--- config.mk ---
export PLATFORM = sky130hd
export DESIGN_NAME = plp_bus_arbiter
export DESIGN_NICKNAME = d
export VERILOG_FILES = /design/src/rtl/plp_bus_arbiter.sv
export SDC_FILE = /design/constraint.sdc
export NUM_CORES = 1
export LEC_CHECK = 0
export CAP_MARGIN = 20
export CORE_AREA = 4 4 234 236
export CTS_BUF_LIST = sky130_fd_sc_hd__clkbuf_8
export DETAILED_ROUTE_END_ITERATION = 7
export DIE_AREA = 0 0 238 240
export HOLD_SLACK_MARGIN = 0.02
export PLACE_DENSITY = 0.52
export SLEW_MARGIN = 20
export SYNTH_ARGS = -nofsm -noshare
export SYNTH_HDL_FRONTEND = slang
export SYNTH_SLANG_ARGS = --single-unit
--- constraint.sdc ---
create_clock -name clk -period 2.58 [get_ports clk]
set_input_delay 0.387 -clock clk [delete_from_list [all_inputs] [get_ports clk]]
set_output_delay 0.387 -clock clk [all_outputs]
set_load 0.1 [all_outputs]
--- src/rtl/plp_bus_arbiter.sv ---
// plp_bus_arbiter: round-robin multi-master to multi-slave bus interconnect.
// The upper address bits pick a slave. Slaves may insert wait states by
// holding off their ack. A transfer that gets no ack before the timeout,
// or that targets an unmapped region, completes with an error response.
module plp_bus_arbiter #(
  parameter  int unsigned NUM_MASTERS = 2,
  parameter  int unsigned NUM_SLAVES  = 11,
  parameter  int unsigned SEL_LSB     = 24,
  parameter  int unsigned TIMEOUT     = 255,
  localparam int unsigned GW          = (NUM_MASTERS > 1) ? $clog2(NUM_MASTERS) : 1
) (
  input  logic                      clk,
  input  logic                      rst,
  input  logic [NUM_MASTERS-1:0]    m_req,
  input  logic [NUM_MASTERS-1:0]    m_rw,
  input  logic [NUM_MASTERS*32-1:0] m_addr,
  input  logic [NUM_MASTERS*32-1:0] m_wdata,
  output logic [NUM_MASTERS-1:0]    m_ack,
  output logic [NUM_MASTERS-1:0]    m_err,
  output logic [31:0]               m_rdata,
  output logic [NUM_SLAVES-1:0]     s_sel,
  output logic                      s_rw,
  output logic [31:0]               s_addr,
  output logic [31:0]               s_wdata,
  input  logic [NUM_SLAVES*32-1:0]  s_rdata,
  input  logic [NUM_SLAVES-1:0]     s_ack,
  output logic                      busy,
  output logic [GW-1:0]             grant_id
);

  localparam int unsigned IW = 32 - SEL_LSB;

  typedef enum logic [1:0] {
    ST_IDLE,
    ST_XFER,
    ST_RESP
  } state_t;

  state_t                  r_state;
  state_t                  w_state_nx;

  logic [GW-1:0]           r_rr;
  logic [GW-1:0]           r_grant;
  logic [NUM_SLAVES-1:0]   r_sel;
  logic                    r_rw;
  logic [31:0]             r_addr;
  logic [31:0]             r_wdata;
  logic [31:0]             r_cap;
  logic                    r_eflag;
  logic [31:0]             r_cnt;
  logic [NUM_MASTERS-1:0]  r_m_ack;
  logic [NUM_MASTERS-1:0]  r_m_err;
  logic [31:0]             r_m_rdata;
  logic                    r_busy;

  logic                    w_found;
  logic [GW-1:0]           w_gnt;
  logic                    w_g_rw;
  logic [31:0]             w_g_addr;
  logic [31:0]             w_g_wdata;
  logic [IW-1:0]           w_idx;
  logic                    w_mapped;
  logic [31:0]             w_eff;
  logic [NUM_SLAVES-1:0]   w_sel_new;
  logic                    w_ack;
  logic                    w_tmo;
  logic [31:0]             w_srdata;
  logic [NUM_MASTERS-1:0]  w_gnt_1h;

  // First requester at or after the pointer, searching upward with wrap.
  function automatic logic [GW:0] f_arb(input logic [NUM_MASTERS-1:0] req,
                                        input logic [GW-1:0]          rr);
    logic          found;
    logic [GW-1:0] g;
    logic [GW-1:0] cand;
    found = 1'b0;
    g     = '0;
    for (int unsigned k = 0; k < NUM_MASTERS; k++) begin
      cand = GW'((32'(rr) + k) % NUM_MASTERS);
      if (!found && req[cand]) begin
        found = 1'b1;
        g     = cand;
      end
    end
    return {found, g};
  endfunction

  // Arbitration, request mux, address decode and slave response mux.
  always_comb begin
    {w_found, w_gnt} = f_arb(m_req, r_rr);
    w_g_rw    = 1'b0;
    w_g_addr  = '0;
    w_g_wdata = '0;
    for (int unsigned m = 0; m < NUM_MASTERS; m++) begin
      if (GW'(m) == w_gnt) begin
        w_g_rw    = m_rw[m];
        w_g_addr  = m_addr[m*32 +: 32];
        w_g_wdata = m_wdata[m*32 +: 32];
      end
    end
    w_idx    = w_g_addr[31:SEL_LSB];
    w_mapped = (32'(w_idx) < NUM_SLAVES);
    w_eff    = w_g_addr;
    w_eff[31:SEL_LSB] = '0;
    w_sel_new = '0;
    w_srdata  = '0;
    for (int unsigned s = 0; s < NUM_SLAVES; s++) begin
      w_sel_new[s] = w_mapped && (32'(w_idx) == s);
      if (r_sel[s]) w_srdata = w_srdata | s_rdata[s*32 +: 32];
    end
    // r_sel is one-hot, so masking picks only the selected slave's ack.
    w_ack = |(s_ack & r_sel);
    w_tmo = (TIMEOUT != 0) && ((r_cnt + 32'd1) == TIMEOUT);
    w_gnt_1h = '0;
    for (int unsigned m = 0; m < NUM_MASTERS; m++) begin
      w_gnt_1h[m] = (GW'(m) == r_grant);
    end
  end

  // Next-state logic for the IDLE -> XFER/RESP -> IDLE sequence.
  always_comb begin
    w_state_nx = r_state;
    case (r_state)
      ST_IDLE: if (w_found) w_state_nx = w_mapped ? ST_XFER : ST_RESP;
      ST_XFER: if (w_ack || w_tmo) w_state_nx = ST_RESP;
      ST_RESP: w_state_nx = ST_IDLE;
      default: w_state_nx = ST_IDLE;
    endcase
  end

  // State register.
  always_ff @(posedge clk or negedge rst) begin
    if (!rst) r_state <= ST_IDLE;
    else      r_state <= w_state_nx;
  end

  // Datapath: grant latch, slave strobe, timeout count and the response pulse.
  always_ff @(posedge clk or negedge rst) begin
    if (!rst) begin
      r_rr      <= '0;
      r_grant   <= '0;
      r_sel     <= '0;
      r_rw      <= 1'b0;
      r_addr    <= '0;
      r_wdata   <= '0;
      r_cap     <= '0;
      r_eflag   <= 1'b0;
      r_cnt     <= '0;
      r_m_ack   <= '0;
      r_m_err   <= '0;
      r_m_rdata <= '0;
      r_busy    <= 1'b0;
    end else begin
      r_busy <= (w_state_nx != ST_IDLE);
      case (r_state)
        ST_IDLE: begin
          r_m_ack   <= '0;
          r_m_err   <= '0;
          r_m_rdata <= '0;
          r_eflag   <= 1'b0;
          if (w_found) begin
            r_grant <= w_gnt;
            r_rw    <= w_g_rw;
            r_addr  <= w_eff;
            r_wdata <= w_g_wdata;
            r_sel   <= w_sel_new;
            r_cnt   <= '0;
            r_eflag <= !w_mapped;
          end
        end
        ST_XFER: begin
          r_cnt <= r_cnt + 32'd1;
          // An ack in the same cycle as the timeout takes priority.
          if (w_ack) begin
            r_cap <= w_srdata;
            r_sel <= '0;
          end else if (w_tmo) begin
            r_sel   <= '0;
            r_eflag <= 1'b1;
          end
        end
        ST_RESP: begin
          r_m_ack   <= w_gnt_1h;
          r_m_err   <= r_eflag ? w_gnt_1h : '0;
          r_m_rdata <= (r_eflag || r_rw) ? '0 : r_cap;
          r_rr      <= ((32'(r_grant) + 32'd1) == NUM_MASTERS) ? '0 : r_grant + 1'b1;
        end
        default: ;
      endcase
    end
  end

  assign m_ack    = r_m_ack;
  assign m_err    = r_m_err;
  assign m_rdata  = r_m_rdata;
  assign s_sel    = r_sel;
  assign s_rw     = r_rw;
  assign s_addr   = r_addr;
  assign s_wdata  = r_wdata;
  assign busy     = r_busy;
  assign grant_id = r_grant;

endmodule

Word level (Yosys, flattened, before mapping)
Cells that the tools add are included.

Register bits: 174. Bits of input ports: 497. Output and inout bits: 114. Logic and storage cells: 120.

Add/subtract/negate cells: 4. Order comparisons: 3. Equality and inequality tests: 18. Multiplexer cells: 42. Bitwise gates (word level): 12. Reductions and logical operators: 27.

Operator list (number): 2-to-1 mux 32 bit (15); bitwise OR 32 bit (10); case mux 32 bit (2 select lines) (2); 2-to-1 mux 11 bit (3); adder 32 x 1 -> 32 bit, second input constant (1); == test 32 x 8 -> 1 bit, second input constant (1); == test 8 x 3 -> 1 bit, second input constant (4); == test 8 x 4 -> 1 bit, second input constant (3); case mux 11 bit (2 select lines) (1); == test 8 x 2 -> 1 bit, second input constant (2); 2-to-1 mux 1 bit (13); logical AND 1 bit (12); case mux 2 bit (2 select lines) (3); bitwise AND 11 bit (1); OR reduction 11 bit (1); == test 8 x 1 -> 1 bit, second input constant (1); logical NOT 8 bit (1); less-than comparator 8 x 4 -> 1 bit, second input constant (1); 2-to-1 mux 2 bit (4); inequality test 2 bit, second input constant (3); AND reduction 2 bit (3); AND reduction 3 bit (2); nonzero test 2 bit (3); == test 2 bit, second input constant (2); 10 further kinds (14).

Logic depth before layout (Yosys ltp)
Gate-level depths: netlist (run 1).

Depth after elaboration: 21. Mapped depth: 10. Mapped depth without buffers: 8.

Worst setup path after synthesis (run 1)
No wires, ideal clock.

Kind: register to register. Start: reg r_sel[1], in the netlist s_sel[1]. End: reg r_cap[23]. Setup time: 0.119 ns. Data arrival time: 2.572 ns. Data required time: 2.461 ns. Path slack: -0.111 ns. Stages on the path, launching flop included: 10. Path buffers: 3. Clock period less this slack: 2.691 ns. Path through: dfrtp_1 clkbuf_1 a22o_1 a221oi_1 and3_1 buf_1 nor2_1 clkbuf_1 nand4_1 o21a_1.

Word-level cells in the longest chain between the ends: 19. Elaborated cells between the ends (all ways): 22. Those cells by class: 10 x mux; 10 x bitwise; 2 x reduce/logical.

Ends and longest elaborated chain: start, declared (RTL line 44) `logic [NUM_SLAVES-1:0] r_sel;`; start signal, assigned (RTL line 166) `r_sel <= w_sel_new;`; 2-to-1 mux 32 bit (RTL line 109) `if (r_sel[s]) w_srdata = w_srdata | s_rdata[s*32 +: 32];`; bitwise OR 32 bit (RTL line 109); 2-to-1 mux 32 bit (RTL line 109); bitwise OR 32 bit (RTL line 109); 2-to-1 mux 32 bit (RTL line 109); bitwise OR 32 bit (RTL line 109); 2-to-1 mux 32 bit (RTL line 109); bitwise OR 32 bit (RTL line 109); (+3 left out); bitwise OR 32 bit (RTL line 109); 2-to-1 mux 32 bit (RTL line 109); bitwise OR 32 bit (RTL line 109); 2-to-1 mux 32 bit (RTL line 109); bitwise OR 32 bit (RTL line 109); 2-to-1 mux 32 bit (RTL line 109); bitwise OR 32 bit (RTL line 109); 2-to-1 mux 32 bit (RTL line 109); end signal, assigned (RTL line 175) `r_cap <= w_srdata;`; end, declared (RTL line 48) `logic [31:0] r_cap;`.

Parallel ways exist; a longest one is shown, timed or not. A chain may end at the register's enable or synchronous reset.

Worst setup path in the final report (run 1)
Start: reg r_cnt[0]. End: reg r_sel[8], in the netlist s_sel[8].

Word-level cells in the longest chain between the ends: 4.

Ends and longest elaborated chain: start, declared (RTL line 50) `logic [31:0] r_cnt;`; start signal, assigned (RTL line 172) `r_cnt <= r_cnt + 32'd1;`; adder 32 x 1 -> 32 bit (RTL line 113) `w_tmo = (TIMEOUT != 0) && ((r_cnt + 32'd1) == TIMEOUT);`; == test 32 x 8 -> 1 bit (RTL line 113); inequality test 3 bit (no line); AND reduction 3 bit (no line).

No other way between the ends.

==> flow_metrics.tcl, run 1 <==
set metrics [dict create \
    synth_common_cells "dfrtp_1, nand2_1, a22o_1" \
    dp_hpwl_um 44300 \
    insertion_delay_ns 0.51 \
    clkSlewWorstSetupHoldPaths_ns 0.11 \
    required_ns 2.97 \
    layout-drive-gt1-share 0.164 \
    slowest_delay_ns 0.47 \
    synth_edf_count 0 \
    hold_ws_ns 0.419 \
    die_y_um 240 \
    synth_top_family_by_area "compound AO/OA/AOI/OAI gates" \
    cts-root-buf "clkbuf_8" \
    finalWorstSetupSlack_ns -0.0436 \
    p_per_area_mw_per_mm2 1090 \
    worstPathMaxFanout 7 \
    yosysTopAreaCell "dfrtp_1" \
    clk_path_buf_depth 2 \
    worst_pin_slew_ns 0.701 \
    p_leak_nw 7.07 \
    r2r-start "r_cnt[0]$_DFFE_PN0P_" \
    drt_iter0_markers 778 \
    drc 0 \
    grt_pass1_vias 11998 \
    instances_no_fill 2420 \
    worst_path_max_delay_cell "or3_4" \
    ys.flop_type "dfrtp_1" \
    violations "setup timing" \
    yosysWarnings 0 \
    path_cells "buf_6 -> nand4_4 -> or3_4 -> nor4_4 -> nand3_1 -> a22o_1 -> nor4_4 -> buf_4 -> clkbuf_16 -> o21ai_2" \
    fin_skew_ns 0.0252 \
    antenna_found_initial 2 \
    finish.utilization 0.340 \
    end_kind "flop" \
    synth.mux.area_fraction 0.00296 \
    nets 2217 \
    dieArea_mm2 0.0571 \
    globalplace.congestion 0.896 \
    vdd_drop_max_v 0.000540 \
    grt_usage 0.186 \
    crit_path_frequent_cell "nor4_4" \
    synthTopCellsByArea "dfrtp_1, a22o_1, nand2_1" \
    drt_wl_total_um 56700 \
    synth-compound-area-share 0.314 \
    syn_avg_cell_area_um2 9.11 \
    period_minus_slack_ns 2.62 \
    cap_viol_max_count 0 \
    grt_setup_unrepaired "true" \
    startpoint_type "flop" \
    port_buffers 602 \
    area_delta_synth_final_pct 76.0 \
    hold_viol 0 \
    synth-simple-area-share 0.180 \
    max-slew-margin-rel 0.532 \
    dr.pass1.iters 7 \
    start_util 0.193 \
    synthXorXnorAreaFrac 0.0138 \
    htreeDepth 4 \
    gr-total-overflow 0 \
    clock_sinks 174 \
    cp-startpoint "r_cnt[0]$_DFFE_PN0P_" \
    hold_class "in -> reg" \
    core_region_area_mm2 0.0524 \
    ys_seq_elements 174 \
    ios 611 \
    grt_max_degree 116 \
    min_period_over_period 1.02 \
    row_count 84 \
    status "complete, but fails checks" \
    viasPerCell 4.93 \
    synthAdderAreaFrac 0.00247 \
    postRouteAntennaNets 0 \
    pre_cts_slack_ns -0.105 \
    cts_tree "yes" \
    crit_type "reg -> reg" \
    wl_per_cell_um 23.4 \
    slew_viol_final 0 \
    yosysUniqueCellTypes 63 \
    synthCells 1112 \
    vias 11930 \
    async_flop_share 1.00 \
    synth.yosys.seq_area_share 0.430 \
    yosysMostFrequentCell "dfrtp_1" \
    hp-start "m_wdata[11]" \
    cts_made_buffers 17 \
    synth_top_area_share 0.430 \
    dpl.cell_count 2382 \
    p_total_mw 19.4 \
    synth_area_mm2 0.0101 \
    grt_pass1_wl_um 79900 \
    fmax_mhz 381 \
    arrival_ns 3.01 \
    setup_violations 13 \
    dieWidth_um 238 \
]
## timing repair
action / in CTS / in global routing
hold buffers: 1 / 0
pin swaps: 2 / 16
cloned: 0 / 1
setup endpoints to repair: 14 / 14
resized for setup: 6 / 4
buffers inserted: 0 / 3
hold endpoints to repair: 55 / 0
## where the power goes
group,switching (mW),internal (mW)
clock network,1.09,1.22
logic,8.68,3.83
registers,0.846,3.70
total,10.6,8.76
## layout by cell type, fill, tap and decap left out, types with 4 or more instances in the layout
cell type	count
o21a_1	34
a222oi_1	33
a211oi_1	4
buf_12	21
nand4_1	41
nor3_1	15
bufinv_16	5
xnor2_1	9
buf_4	178
a22o_1	100
a31oi_1	61
nor3b_1	4
o21ai_0	50
xor2_1	7
dfrtp_1	161
o41ai_1	5
a22oi_1	10
o31a_1	4
nand3_1	35
o21ai_2	10
dfrtp_2	13
o31ai_1	6
nand2_1	155
nor2_1	79
inv_1	15
a221oi_1	66
clkbuf_8	20
conb_1	8
nor4_4	5
a21oi_1	10
clkdlybuf4s50_1	495
## critical path, delay by kind of cell (launching register included)
family | cells | cell delay (ns)
AO/OA/AOI/OAI | 2 | 0.33
buffers and inverters | 3 | 0.46
flip-flops | 1 | 0.42
AND/OR/NAND/NOR | 5 | 1.27
## routing by layer
| layer | track usage | vias to the layer above | part of all wire |
|---|---|---|---|
| met3 | 0.0376 | 68 | 0.060 |
| met5 | 0 | - | 0 |
| met4 | 0.0582 | 0 | 0.028 |
| li1 | - | 5494 | - |
| met2 | 0.327 | 476 | 0.50 |
| met1 | 0.228 | 5892 | 0.41 |
## kinds of logic after synthesis
| kind of cell | count (synthesis) |
|---|---|
| compound gates | 411 |
| simple gates | 374 |
| flops | 174 |
| buf+inv | 131 |
| xor+xnor | 16 |
| mux | 3 |
| fa+ha+maj | 2 |
| other cells | 1 |
## state kept, by name, summed over array words and instances (netlist names)
register / flops
r_eflag: 1
s_rw: 1
r_cap: 32
s_addr: 24
m_ack: 2
m_rdata: 32
r_state: 2
grant_id: 1
r_cnt: 32
m_err: 2
s_wdata: 32
busy: 1
s_sel: 11
r_rr: 1
## per-stage QoR
stage / instance area (µm²) / TNS [ns]
6_report: 17800 / -0.337
3_5_place_dp: 17300 / -0.821
3_3_place_gp: 17300 / -0.371
2_1_floorplan: 10200 / 0
5_1_grt: 17800 / -2.24
4_1_cts: 17800 / -0.699
## area by class of cell
type                       instances  area (µm²)
antenna                            1        2.50
clock buffer                      20         275
clock inverter                    12         191
fill                            5364       34600
inverter                          13        48.8
multi-input combinational        814        5310
sequential                       174        4370
tap                              688         861
timing repair buffer             698        6770
## path summary, 6_finish.rpt
path                                                 to  slack [ns]  cells past startpoint
worst max-delay path               s_sel[8]$_DFFE_PN0P_       -0.04                     10
worst min-delay path            s_wdata[11]$_DFFE_PN0P_        0.42                      3
worst max register to register     s_sel[8]$_DFFE_PN0P_       -0.04                     10
worst min register to register  m_rdata[22]$_DFFE_PN0P_        0.49                      1
max in group asynchronous        m_rdata[0]$_DFFE_PN0P_        1.39                      3
min in group asynchronous       s_wdata[28]$_DFFE_PN0P_        0.43                      2
Note: power is estimated with default switching activity, not from simulation.
==> inputs of run 2 (changes only) <==
- CELL_PAD_IN_SITES_DETAIL_PLACEMENT: default -> 1
- CELL_PAD_IN_SITES_GLOBAL_PLACEMENT: default -> 2
- CORE_AREA: 4 4 234 236 -> 4 4 236 238
- DIE_AREA: 0 0 238 240 -> 0 0 240 242
- PLACE_DENSITY: 0.52 -> 0.82
==> run 2 against run 1 <==
The run still ends with setup timing left. First-iteration DRC count rose by 17%. Clock power shrank 13%. Hold slack improved by 0.016 ns. Total power is 0.11% higher. Core utilization decreased by 0.69 points. Sequential share of layout area down 0.059 points. Register-to-register slack lost 0.03 ns. Sequential cell count unchanged. Sequential power shrank 3%. Highest routed layer is now met5.
==> flow_metrics.tcl, run 2 (same netlist as run 1, synthesis figures left out) <==
set metrics [dict create \
    slew_viol_final 0 \
    fin_skew_ns 0.0184 \
    fin_setup_tns_ns -0.601 \
    vias 12395 \
    cts_made_buffers 17 \
    pre_cts_slack_ns -0.131 \
    grt_pass1_vias 12819 \
    ios 611 \
    postRouteAntennaNets 0 \
    path_cells "nand3_2 -> buf_4 -> nor3_1 -> nand3_1 -> a2111oi_1 -> nand4_1 -> nor4_4 -> buf_4 -> buf_12 -> a311o_1" \
    finalWorstSetupSlack_ns -0.0749 \
    hold_depth 3 \
    min_period_over_period 1.03 \
    r2r-start "r_cnt[5]$_DFFE_PN0P_" \
    grt_max_degree 87 \
    gr-total-overflow 0 \
    core_region_area_mm2 0.0536 \
    clkSlewWorstSetupHoldPaths_ns 0.11 \
    max-slew-margin-rel 0.488 \
    startpoint_type "flop" \
    worstPathMaxFanout 7 \
    arrival_ns 3.10 \
    grt_pass1_wl_um 88400 \
    worst_path_max_delay_cell "dfrtp_1" \
    crit_type "reg -> reg" \
    nets 2222 \
    antenna_found_initial 6 \
    hold_class "in -> reg" \
    grt_setup_unrepaired "true" \
    required_ns 3.02 \
    row_count 85 \
    cap_viol_max_count 0 \
    drt_wl_total_um 62700 \
    drt_iter0_markers 912 \
    layout-drive-gt1-share 0.169 \
    final_common_cell "clkdlybuf4s50_1" \
    dr.pass1.iters 6 \
    dpl.cell_count 2389 \
    p_leak_nw 7.06 \
    grt_usage 0.204 \
    setup_violations 14 \
    fill_cells 6126 \
    fmax_mhz 377 \
    ff2ff_path_depth 10 \
    slowest_delay_ns 0.50 \
    globalplace.congestion 0.907 \
    die_y_um 242 \
    viasPerCell 5.09 \
    rrSetupSlack_ns -0.07 \
    cts_tree "yes" \
    hold_viol 0 \
    final_cell_mix "clkdlybuf4s50_1, buf_4, dfrtp_1, nand2_1, a22o_1" \
    whs_endpoint "s_wdata[2]$_DFFE_PN0P_" \
    htreeDepth 4 \
    clk_path_buf_depth 2 \
    end_kind "flop" \
    timing.rr.end "r_eflag$_DFFE_PN0P_" \
    p_per_area_mw_per_mm2 1090 \
    area_delta_synth_final_pct 76.2 \
    start_util 0.189 \
    drc 0 \
    dieArea_mm2 0.0581 \
    dieWidth_um 240 \
    crit_path_frequent_cell "buf_4" \
    dp_hpwl_um 49500 \
    period_minus_slack_ns 2.65 \
    cts-root-buf "clkbuf_8" \
    insertion_delay_ns 0.50 \
    violations "setup timing" \
    hp-start "m_wdata[34]" \
    wl_per_cell_um 25.7 \
    vdd_drop_max_v 0.000584 \
    port_buffers 602 \
    instances_no_fill 2437 \
    worst_pin_slew_ns 0.768 \
    clock_sinks 174 \
    status "complete, but fails checks" \
]
-- run 2: cell type report --
type / instances / area [µm²] / share of cell area
multi-input combinational: 814 / 5360 / 0.300
clock inverter: 15 / 168 / 0.00939
inverter: 13 / 48.8 / 0.00273
sequential: 174 / 4370 / 0.245
clock buffer: 17 / 234 / 0.0131
antenna: 5 / 12.5 / 0.000701
tap: 696 / 871 / 0.0488
timing repair buffer: 703 / 6790 / 0.380
-- run 2: repair_timing --
| item | 4_1_cts | 5_1_grt |
|---|---|---|
| setup buffers | 1 | 9 |
| pin swaps | 3 | 26 |
| hold endpoints to repair | 59 | 0 |
| hold buffers | 1 | 0 |
| resized for setup | 9 | 12 |
| gates cloned | 0 | 1 |
| endpoints found under the setup margin | 14 | 14 |
-- run 2: worst max-delay path by stage --
stage | start | to | slack [ns] | cells after the start
floorplan | s_sel[3]$_DFFE_PN0P_ | r_cap[23]$_DFFE_PN0P_ | 0.004 | 8
global placement | r_cnt[3]$_DFFE_PN0P_ | r_eflag$_DFFE_PN0P_ | -0.09 | 8
detailed placement | r_cnt[3]$_DFFE_PN0P_ | r_eflag$_DFFE_PN0P_ | -0.13 | 8
CTS | r_cnt[0]$_DFFE_PN0P_ | r_eflag$_DFFE_PN0P_ | -0.02 | 9
global route | r_cnt[0]$_DFFE_PN0P_ | r_eflag$_DFFE_PN0P_ | -0.13 | 10
finish | r_cnt[5]$_DFFE_PN0P_ | r_eflag$_DFFE_PN0P_ | -0.07 | 10
-- run 2: per-layer routing --
| metal | vias to the layer above | part of all wire | global-route usage |
|---|---|---|---|
| met1 | 6344 | 0.41 | 0.254 |
| li1 | 5501 | - | - |
| met3 | 69 | 0.057 | 0.0375 |
| met2 | 479 | 0.50 | 0.353 |
| met5 | - | 0.00019 | 0 |
| met4 | 2 | 0.027 | 0.0686 |
-- run 2: metrics by stage --
step                      utilization  area [µm²]  hold slack [ns]  power, mW
after CTS                       0.330       17700            0.379       19.5
after global routing            0.333       17900            0.396       20.3
after floorplan                     -       10200           0.0914       12.7
after global placement          0.322       17200            0.416       17.2
after detailed placement        0.322       17200            0.426       17.4
final                           0.333       17900            0.435       19.4
-- run 2: critical path, delay by kind of cell, from the launching register on --
family,cells,cell delay (ns)
and+or+nand+nor,5,1.06
buffers and inverters,3,0.49
AOI/OAI and AO/OA,2,0.54
DFF,1,0.50
-- run 2: power breakdown --
part	switching, mW	internal, mW	total (mW)	leakage, nW
clock	1.14	0.874	2.02	0.193
sequential	0.724	3.70	4.42	2.17
combinational	9.09	3.87	13.0	4.70
total	11.0	8.44	19.4	7.06
